===== src/rtl/mem_access_unit.sv =====
// mem_access_unit: load/store unit bridging a CPU request port to big-endian data memory and UART MMIO.
module mem_access_unit #(
  parameter int ADDR_W = 12,
  parameter int MEM_LAT = 1,
  parameter logic [3:0] MMIO_TAG = 4'h8
) (
  input  logic              CLK,
  input  logic              reset,
  input  logic              req_valid,
  output logic              req_ready,
  input  logic              req_we,
  input  logic [1:0]        req_size,
  input  logic              req_signed,
  input  logic [31:0]       req_addr,
  input  logic [31:0]       req_wdata,
  output logic              resp_valid,
  output logic [31:0]       resp_rdata,
  output logic              resp_err,
  output logic              stall,
  output logic              mem_en,
  output logic [3:0]        mem_we,
  output logic [ADDR_W-1:0] mem_addr,
  output logic [31:0]       mem_wdata,
  input  logic [31:0]       mem_rdata,
  output logic [7:0]        uart_tx_data,
  output logic              uart_tx_valid,
  input  logic              uart_tx_ready,
  input  logic [7:0]        uart_rx_data,
  input  logic              uart_rx_valid,
  output logic              uart_rx_ready
);
  typedef enum logic [2:0] {IDLE, ISSUE, WAIT, TXHOLD, RESP} state_t;
  state_t state, state_n;
  logic we_q, sgn_q, err_q;
  logic [1:0] size_q;
  logic [2:0] cnt;
  logic [31:0] addr_q, wdata_q, rdata_q, mmio_rd, ld_data, shb;
  logic [15:0] ld_h;
  logic [3:0] lanes;
  logic mis, mmio, tx_wr, rx_rd;
  assign mis = size_q == 2'b11 || (size_q == 2'b01 && addr_q[0]) || (size_q == 2'b10 && addr_q[1:0] != 2'b00);
  assign mmio = addr_q[31:28] == MMIO_TAG;
  assign tx_wr = mmio && we_q && addr_q[3:0] == 4'h8;
  assign rx_rd = mmio && !we_q && addr_q[3:0] == 4'hC;
  assign mmio_rd = we_q ? 32'd0 :
                   addr_q[3:0] == 4'h0 ? {31'd0, uart_tx_ready} :
                   addr_q[3:0] == 4'h4 ? {31'd0, uart_rx_valid} :
                   addr_q[3:0] == 4'hC ? {24'd0, uart_rx_data} : 32'd0;
  // big-endian: byte offset 0 sits in the top lane, so shift right by (3 - offset) bytes
  assign shb = mem_rdata >> {~addr_q[1:0], 3'b000};
  assign ld_h = addr_q[1] ? mem_rdata[15:0] : mem_rdata[31:16];
  assign ld_data = size_q == 2'b00 ? {{24{sgn_q & shb[7]}}, shb[7:0]} :
                   size_q == 2'b01 ? {{16{sgn_q & ld_h[15]}}, ld_h} : mem_rdata;
  assign lanes = size_q == 2'b00 ? 4'b1000 >> addr_q[1:0] :
                 size_q == 2'b01 ? (addr_q[1] ? 4'b0011 : 4'b1100) : 4'b1111;
  assign mem_addr = addr_q[ADDR_W+1:2];
  assign mem_wdata = size_q == 2'b00 ? {4{wdata_q[7:0]}} :
                     size_q == 2'b01 ? {2{wdata_q[15:0]}} : wdata_q;
  assign uart_tx_data = wdata_q[7:0];
  assign req_ready = state == IDLE;
  assign stall = !req_ready;
  assign resp_valid = state == RESP;
  assign resp_rdata = resp_valid ? rdata_q : 32'd0;
  assign resp_err = resp_valid && err_q;
  always_ff @(posedge CLK) begin
    if (reset) state <= IDLE;
    else state <= state_n;
  end
  always_ff @(posedge CLK) begin
    if (state == IDLE && req_valid) begin
      we_q <= req_we;
      size_q <= req_size;
      sgn_q <= req_signed;
      addr_q <= req_addr;
      wdata_q <= req_wdata;
    end
    cnt <= state == WAIT ? cnt + 3'd1 : 3'd0;
    if (state == ISSUE) begin
      rdata_q <= (mis || !mmio) ? 32'd0 : mmio_rd;
      err_q <= mis;
    end
    if (state == WAIT) rdata_q <= ld_data;
  end
  always_comb begin
    state_n = state;
    mem_en = 1'b0;
    mem_we = 4'b0000;
    uart_tx_valid = 1'b0;
    uart_rx_ready = 1'b0;
    case (state)
      IDLE: state_n = req_valid ? ISSUE : IDLE;
      ISSUE:
        if (mis) state_n = RESP;
        else if (mmio) begin
          uart_tx_valid = tx_wr;
          uart_rx_ready = rx_rd;
          state_n = (tx_wr && !uart_tx_ready) ? TXHOLD : RESP;
        end else begin
          mem_en = 1'b1;
          mem_we = we_q ? lanes : 4'b0000;
          state_n = we_q ? RESP : WAIT;
        end
      WAIT: state_n = cnt == 3'(MEM_LAT - 1) ? RESP : WAIT;
      TXHOLD: begin
        uart_tx_valid = 1'b1;
        state_n = uart_tx_ready ? RESP : TXHOLD;
      end
      RESP: state_n = IDLE;
      default: state_n = IDLE;
    endcase
  end
endmodule


===== config.mk =====
export PLATFORM = sky130hd
export DESIGN_NAME = mem_access_unit
export DESIGN_NICKNAME = d
export VERILOG_FILES = /design/src/rtl/mem_access_unit.sv
export SDC_FILE = /design/constraint.sdc
export NUM_CORES = 1
export LEC_CHECK = 0
export ABC_AREA = 0
export ABC_CLOCK_PERIOD_IN_PS = 3600
export CELL_PAD_IN_SITES_DETAIL_PLACEMENT = 1
export CELL_PAD_IN_SITES_GLOBAL_PLACEMENT = 1
export CORE_ASPECT_RATIO = 1.4
export CORE_MARGIN = 2
export CORE_UTILIZATION = 33
export CTS_CLUSTER_DIAMETER = 120
export DETAILED_ROUTE_END_ITERATION = 12
export PLACE_DENSITY = 0.91
export SKIP_CTS_REPAIR_TIMING = 1
export SYNTH_ARGS = -nofsm -noshare
export SYNTH_HDL_FRONTEND = slang
export SYNTH_SLANG_ARGS = --single-unit

===== constraint.sdc =====
create_clock -name CLK -period 3.6 [get_ports CLK]
set_input_delay 1.08 -clock CLK [delete_from_list [all_inputs] [get_ports CLK]]
set_output_delay 1.08 -clock CLK [all_outputs]
set_load 0.02 [all_outputs]

==> results of run 1 <==
cell usage after synthesis (2+ instances only):
master / count
and2_1: 3
edfxtp_1: 87
buf_4: 28
mux2_2: 38
nand2_1: 40
o21ai_0: 13
buf_2: 3
a211oi_1: 7
clkbuf_8: 2
o22ai_1: 8
inv_1: 7
nor2_1: 11
nand3_1: 2
buf_6: 5
nor3_1: 4
or2_2: 2
or3b_1: 2
nand4_1: 2
ha_1: 2
and3_1: 33
a21o_1: 7
clkbuf_1: 17
mux2i_1: 18
dfxtp_1: 6
a21oi_1: 31
layout by cell type (no fill, tap or decap), types with 5 or more instances in the layout:
cell	Yosys	routed
a211oi_1	7	7
a21o_1	7	7
a21oi_1	31	31
and3_1	33	33
buf_4	28	11
clkbuf_16	0	9
clkdlybuf4s50_1	0	189
dfxtp_1	6	5
edfxtp_1	87	87
inv_1	7	7
mux2_2	38	38
mux2i_1	18	18
nand2_1	40	40
nor2_1	11	10
o21ai_0	13	13
o22ai_1	8	8
metal layers:
| metal | track usage | vias up | share of wire | wire, microns |
|---|---|---|---|---|
| met3 | 0.0547 | 30 | 0.066 | 959 |
| met4 | 0.0708 | 0 | 0.030 | 439 |
| li1 | - | 1765 | - | - |
| met2 | 0.336 | 139 | 0.54 | 7780 |
| met1 | 0.194 | 1804 | 0.37 | 5290 |
| met5 | 0 | - | 0 | 0 |
cells by family after synthesis:
group                      Yosys count
muxes                               57
adders and majority gates            2
buffers and inverters               64
xor gates and xnor gates             1
AOI/OAI and AO/OA                   73
DFF                                 93
and+or+nand+nor                    111
through the flow:
stage / setup TNS, ns / hold WS, ns / util
2_1_floorplan: 0 / 0.417 / -
3_3_place_gp: 0 / 0.428 / 0.469
3_5_place_dp: 0 / 0.446 / 0.469
4_1_cts: -0.592 / 0.458 / 0.492
5_1_grt: 0 / 0.464 / 0.493
6_report: 0 / 0.457 / 0.493
flip-flops by register name (all words and copies together) (netlist names):
name     cells
sgn_q        1
state        3
cnt          3
we_q         1
err_q        1
addr_q      18
wdata_q     32
rdata_q     32
size_q       2
report_power, final:
part | internal (uW) | total [uW] | leakage, uW | switching [uW]
sequential | 1260 | 1290 | 0.000899 | 33.5
combinational | 285 | 562 | 0.00171 | 277
clock | 614 | 1030 | 0.000150 | 421
total | 2150 | 2890 | 0.00276 | 731
worst max-delay path: cells and delay by family, from the launching register on:
kind | cells | cell delay, ns
buffers and inverters | 2 | 0.89
DFF | 1 | 0.48
and+or+nand+nor | 1 | 0.43
muxes | 1 | 0.27
layout make-up:
class	count	area, sq um
Sequential cell	93	2730
Multi-Input combinational cell	244	1750
Timing Repair Buffer	205	2040
Clock buffer	10	229
Fill cell	1521	7320
Clock inverter	6	92.6
Tap cell	189	236
Inverter	8	31.3
final timing paths:
kind / start / endpoint / slack [ns] / depth (start not counted)
min reg2reg: cnt[0] / cnt[0] / 0.46 / 1
max reg2reg: size_q[1] / rdata_q[2] / 1.14 / 6
min: cnt[0] / cnt[0] / 0.46 / 1
max: size_q[1] / mem_wdata[10] / 0.11 / 4
==> flow_summary.ini, run 1 <==
[sta]
min_period_ns = 3.49
tightest_slew_ns = 0.652
setup_slack_ns = 0.114
hold_viol_final = 0
finalClockSkew_ns = 0.00737
clock.fmax_mhz = 287
setup_viol = 0
min_period_over_period = 0.968
report.final.slew_viol_count = 0
relSlewSlack = 0.566
rsz0062_at_grt = no

[detailed_routing]
detail_route.wl_per_cell_microns = 19.2
drt_iter0_markers = 95
ant_nets = 0
routed_wl_microns = 14500
drc_errors = 0
drtPass1Iterations = 4
vias = 3738
viasPerCell = 4.95

[clock_tree]
cts-htree-levels = 3
numClockSinks = 93
clock_path_buffers = 2
cts_tree = done
path_clk_slew_ns = 0.06
cts_buffers = 9
clock_latency_ns = 0.34
cts.root.buffer_cell = clkbuf_16

[setup_path]
worst_setup_path_start_kind = register
critPathMaxStageDelay_ns = 0.62
critPathKind = reg -> out
worst_ep_arrival_time_ns = 2.41
cp.required_ns = 2.52
end_kind = output port
cp_cell_sequence = buf_4 > or2_2 > mux2_2 > clkdlybuf4s50_1
slowest_stage = clkdlybuf4s50_1
worst-path-max-fanout = 23

[global_route]
grt_first_pass_wirelength_microns = 22300
grt_max_degree = 55
track_usage = 0.183
antenna_found_initial = 0
overflow = 0
grt_pass1_vias = 4201

[synth]
synth-compound-area-share = 0.0918
yosysTopAreaCellShare = 0.535
ys_types = 48
avgSynthCellArea_sq_um = 12.2
synthFlopType = edfxtp_1
synth.area.top_cells = edfxtp_1 54%, mux2_2 8.8%, buf_4 4.3%
seq_area_frac_synth = 0.560
synth_fp_nets = 516
synthAdderAreaFrac = 0.00513
synth_xor_area_frac = 0.00179
synthArstFlopShare = 0
synth_edf_count = 87
yosysTopAreaCell = edfxtp_1
ys_ff_latch = 93
yosys.area_share.simple = 0.128
synth.cell_area_sq_um = 4880
synthCells = 401
synth_top_family_by_area = multiplexers
yosys_warnings = 0
synthMuxAreaShare = 0.129

[floorplanning]
core_sq_um = 14400
fp.dieH_microns = 148
rows = 52
die_x_microns = 107
initial_core_util = 0.338
die-area_sq_um = 15800
pin_count = 208

[power_and_ir_drop]
cellPowerDensity_nw_per_um2 = 405
power.leakage_uw = 0.00276
peakVddDrop_mv = 0.221
p_total_uw = 2890

[placement]
post-place-cells = 739
hpwl_microns = 10900
place_congestion = 0.831
place_area_sq_um = 6780
dp_slack_ns = 0.221
portBuffers = 193

[run]
cap_violations = 0

[layout]
fin_area_sq_um = 7120
areaGrowthSynthToFinish_pct = 45.9
drive_gt1_frac = 0.148
nets = 676
diodes = 0
fin_cells = 755

[status]
status = complete, no violations

[hold_path]
hold_path_class = reg -> reg
Note: power is estimated with default switching activity, not from simulation.
==> run 2: changes to the inputs <==
ABC_CLOCK_PERIOD_IN_PS = 3000   (was 3600)
CORE_UTILIZATION = 30   (was 33)
PLACE_DENSITY = 0.87   (was 0.91)
clock period = 3 ns   (was 3.6 ns; I/O delays follow)
==> run 2 against run 1 <==
Via count increased by 1.5%. Die area grew 9.7%. Critical path depth down 1. Clock skew hardly changed. First-iteration DRC count grew 11%. Combinational power grew 23%. Final area rose by 1.2%. Clock-buffer cell count did not move. Worst setup slack lost 0.039 ns. Final cell count increased by 2.5%. Sequential share of layout area down 0.46 points. Non-clock buffer count grew 9. Critical path type unchanged. Critical endpoint is now mem_wdata[23]. Largest power group unchanged.
==> flow_summary.ini, run 2 (same netlist as run 1, synthesis figures left out) <==
[floorplanning]
die_x_microns = 112
pin_count = 208
fp.dieH_microns = 155
rows = 55
core_sq_um = 16000
die-area_sq_um = 17300
initial_core_util = 0.304

[global_route]
grt_first_pass_wirelength_microns = 23200
gr-usage-met2 = 0.316
grtUsageMet3 = 0.0467
grt_max_degree = 55
gr-max-usage-layer = met2
track_usage = 0.170
antenna_found_initial = 0
grt_pass1_vias = 4158
gr-usage-met1 = 0.189
overflow = 0

[setup_path]
cp.required_ns = 2.10
cp_cell_sequence = buf_12 > mux2_2 > clkdlybuf4s50_1
worst-path-buf-inv = 2
slowest_stage = clkdlybuf4s50_1
critPathTopFamily = buffers and inverters
worst_ep_arrival_time_ns = 2.03
critPathMaxStageDelay_ns = 0.57
critPathKind = reg -> out
worst_setup_path_start_kind = register
end_kind = output port
worst-path-max-fanout = 46
rrSetupSlack_ns = 0.81

[detailed_routing]
vias = 3794
drt_iter0_markers = 105
viasPerCell = 4.90
routed_wl_microns = 14600
drc_errors = 0
drtPass1Iterations = 6
detail_route.wl_per_cell_microns = 18.9
ant_nets = 0

[placement]
dp_slack_ns = 0.0252
hpwl_microns = 11000
portBuffers = 193
post-place-cells = 758
place_congestion = 0.820

[layout]
drive_gt1_frac = 0.163
diodes = 0
fin_cells = 774
areaGrowthSynthToFinish_pct = 47.6
mostFrequentLayoutCells = 180 x clkdlybuf4s50_1, 87 x edfxtp_1, 40 x nand2_1, 38 x mux2_2, 33 x and3_1
nets = 685
final_common_cell = clkdlybuf4s50_1
largest_registers = rdata_q (32), wdata_q (32), addr_q (18)

[sta]
relSlewSlack = 0.595
finalClockSkew_ns = 0.00750
hold_viol_final = 0
rsz0062_at_grt = no
tightest_slew_ns = 0.604
setup_viol = 0
report.final.slew_viol_count = 0
min_period_over_period = 0.975
min_period_ns = 2.93
setup_slack_ns = 0.0744
clock.fmax_mhz = 342

[clock_tree]
path_clk_slew_ns = 0.07
cts-htree-levels = 3
numClockSinks = 93
cts_buffers = 9
clock_path_buffers = 2
cts_tree = done
cts.root.buffer_cell = clkbuf_16
clock_latency_ns = 0.33

[run]
cap_violations = 0

[power_and_ir_drop]
peakVddDrop_mv = 0.219
power.leakage_uw = 0.00287
cellPowerDensity_nw_per_um2 = 469

[status]
status = complete, no violations

[hold_path]
hold_path_class = reg -> reg
## run 2: changes by cell type in the layout (fill, tap and decap cells not counted), moves of 2 or more
cell / change
clkbuf_2: +2
inv_6: -2
buf_4: +7
clkdlybuf4s50_1: -9
buf_12: +2
dlymetal6s2s_1: +7
clkinvlp_4: +2
## run 2: path summary, 6_finish.rpt
path,from,to,depth (start not counted)
worst max-delay path,size_q[1],mem_wdata[23],3
worst min-delay path,cnt[0],cnt[0],1
worst max register to register,state[2],rdata_q[2],7
worst min register to register,cnt[0],cnt[0],1
## run 2: per-layer routing
metal | up-vias | routed length [microns]
met5 | - | 0
met1 | 1854 | 5570
met4 | 0 | 227
met3 | 10 | 929
met2 | 137 | 7900
li1 | 1793 | -
## run 2: worst register-to-register path, stage by stage, from the launching register on
cell      delay (ns)
dfxtp_1         0.34
buf_4           0.34
nand2b_1        0.20
or2_2           0.42
buf_4           0.28
a211oi_1        0.06
buf_4           0.16
a21o_1          0.15
## run 2: where the power goes
| part | total (uW) | internal (uW) | leakage (uW) | switching (uW) |
|---|---|---|---|---|
| logic | 690 | 350 | 0.00184 | 339 |
| clock network | 1150 | 652 | 0.000133 | 496 |
| registers | 1540 | 1510 | 0.000899 | 36.4 |
## run 2: stage by stage
| stage | utilization | TNS (ns) | area (sq um) | hold slack (ns) | power (uW) |
|---|---|---|---|---|---|
| 5_1_grt | 0.449 | 0 | 7200 | 0.500 | 3530 |
| 3_3_place_gp | 0.428 | 0 | 6870 | 0.428 | 2240 |
| 2_1_floorplan | - | 0 | 4880 | 0.417 | 1920 |
| 6_report | 0.449 | 0 | 7200 | 0.480 | 3380 |
| 3_5_place_dp | 0.428 | 0 | 6870 | 0.475 | 2260 |
| 4_1_cts | 0.447 | -3.22 | 7170 | 0.484 | 3430 |
## run 2: area by class of cell
type,count,area [sq um]
repair buffers,214,2140
clock buffers,10,229
flip-flops and latches,93,2730
clock inverters,6,71.3
fillers,1694,8830
inverters,8,31.3
well taps,199,249
multi-input cells,244,1750
==> run 3: changes to the inputs <==
CORE_MARGIN = 5   (was 2)
REMOVE_ABC_BUFFERS = 1   (was not set)
==> run 3 against run 2 <==
Wire length fell by 1.1%. Maximum frequency grew 0.87%. Combinational power down 2%. Flip-flop and latch count stayed put. Total power decreased by 1.5%. Final area decreased by 0.66%. Sequential power about the same. Largest power group unchanged. Highest routed layer is now met5.
==> flow_summary.ini, run 3 (same netlist as run 1, synthesis figures left out) <==
[status]
status = complete, no violations

[sta]
tightest_slew_ns = 0.572
setup_tns_ns = 0
min_period_over_period = 0.967
relSlewSlack = 0.616
finalClockSkew_ns = 0.0101
hold_viol_final = 0
clock.fmax_mhz = 345
rsz0062_at_grt = yes
report.final.slew_viol_count = 0
setup_viol = 0
min_period_ns = 2.90

[layout]
fin_cells = 773
final_common_cell = clkdlybuf4s50_1
nets = 683
drive_gt1_frac = 0.164
areaGrowthSynthToFinish_pct = 46.6
final_core_util = 0.444
nFillCells = 1727
largest_registers = rdata_q (32), wdata_q (32), addr_q (18)
mostFrequentLayoutCells = 175 x clkdlybuf4s50_1, 87 x edfxtp_1, 40 x nand2_1, 38 x mux2_2, 33 x and3_1

[detailed_routing]
drc_errors = 0
viasPerCell = 4.85
vias = 3751
drtPass1Iterations = 6
routed_wl_microns = 14500
detail_route.wl_per_cell_microns = 18.7
ant_nets = 0
drt_iter0_markers = 70

[setup_path]
worst_ep_arrival_time_ns = 2.00
worst-path-max-fanout = 4
critPathKind = reg -> out
cp_cell_sequence = or3b_1 > clkinv_2 > nand3_4 > or3_4 > a21oi_1 > buf_2
worst-path-buf-inv = 2
critPathTopFamily = simple AND/OR/NAND/NOR gates
slowest_stage = or3b_1
critPathMaxStageDelay_ns = 0.41
cp.required_ns = 2.10
worst_setup_path_start_kind = register
rrSetupSlack_ns = 0.83
end_kind = output port

[power_and_ir_drop]
peakVddDrop_mv = 0.207
power_switching_uw = 897
cellPowerDensity_nw_per_um2 = 465
swShare = 0.269
pwr-share-comb = 0.203
power.leakage_uw = 0.00287
pwr-share-clk = 0.334
intPower_uw = 2430
seq_power_share = 0.463

[global_route]
antenna_found_initial = 2
track_usage = 0.149
grt_max_degree = 55
grt_first_pass_wirelength_microns = 22700
grt_pass1_vias = 4224
overflow = 0

[clock_tree]
numClockSinks = 93
cts_tree = done
cts_buffers = 9
path_clk_slew_ns = 0.07
cts.root.buffer_cell = clkbuf_16
clock_latency_ns = 0.34
clock_path_buffers = 2
cts-htree-levels = 3

[floorplanning]
core_sq_um = 16100
rows = 55
fp.dieH_microns = 161
die_x_microns = 118
initial_core_util = 0.303
die-area_sq_um = 19000
pin_count = 208

[run]
cap_violations = 0

[hold_path]
hold_path_class = reg -> reg

[placement]
hpwl_microns = 11300
post-place-cells = 756
place_congestion = 0.841
portBuffers = 193
[run 3: cell count changes in the layout (fill, tap and decap cells not counted), sizes merged]
cell           delta
dlymetal6s2s      +3
clkinv            +2
clkinvlp          -4
buf               +1
bufinv            -1
diode             +1
inv               +4
clkbuf            -2
clkdlybuf4s50     -5
[run 3: metrics by stage]
step                area, sq um  setup slack, ns  hold WS (ns)  total power (uW)
floorplan                  4500          -0.0679         0.417              1870
global placement           6840           0.0684         0.429              2230
detailed placement         6840          -0.0152         0.442              2260
CTS                        7130           -0.408         0.459              3390
global route               7160          -0.0112         0.473              3490
finish                     7160           0.0996         0.453              3330
[run 3: path summary, 6_finish.rpt]
path / endpoint / cells after the start / start
worst max register to register: rdata_q[0] / 6 / size_q[1]
worst min-delay path: cnt[0] / 1 / cnt[0]
worst max-delay path: mem_we[2] / 6 / state[0]
worst min register to register: cnt[0] / 1 / cnt[0]
[run 3: per-layer routing]
layer	routed length [microns]	track usage
met1	5270	0.154
met5	17	0
met4	505	0.0662
met3	948	0.0468
met2	7730	0.275
[run 3: cell type report]
| class | count | area [sq um] | area share |
|---|---|---|---|
| multi-input combinational | 244 | 1750 | 0.244 |
| timing repair buffer | 212 | 2110 | 0.294 |
| clock buffer | 9 | 225 | 0.0315 |
| tap | 199 | 249 | 0.0348 |
| clock inverter | 7 | 63.8 | 0.00892 |
| sequential | 93 | 2730 | 0.382 |
| antenna | 1 | 2.50 | 0.000350 |
| inverter | 8 | 31.3 | 0.00437 |
[run 3: power groups by stage]
stage / clock network, uW / registers [uW] / logic, uW
after floorplan: 0 / 1620 / 251
after global placement: 0 / 1560 / 669
after detailed placement: 0 / 1570 / 686
after CTS: 1160 / 1540 / 690
after global routing: 1220 / 1550 / 723
final: 1110 / 1540 / 677
[run 3: worst reg2reg max path: stages, from the launching register on]
cell	delay, ns
edfxtp_1	0.42
buf_4	0.18
buf_4	0.21
or3_1	0.53
o22ai_1	0.24
a211oi_1	0.11
a31o_2	0.24
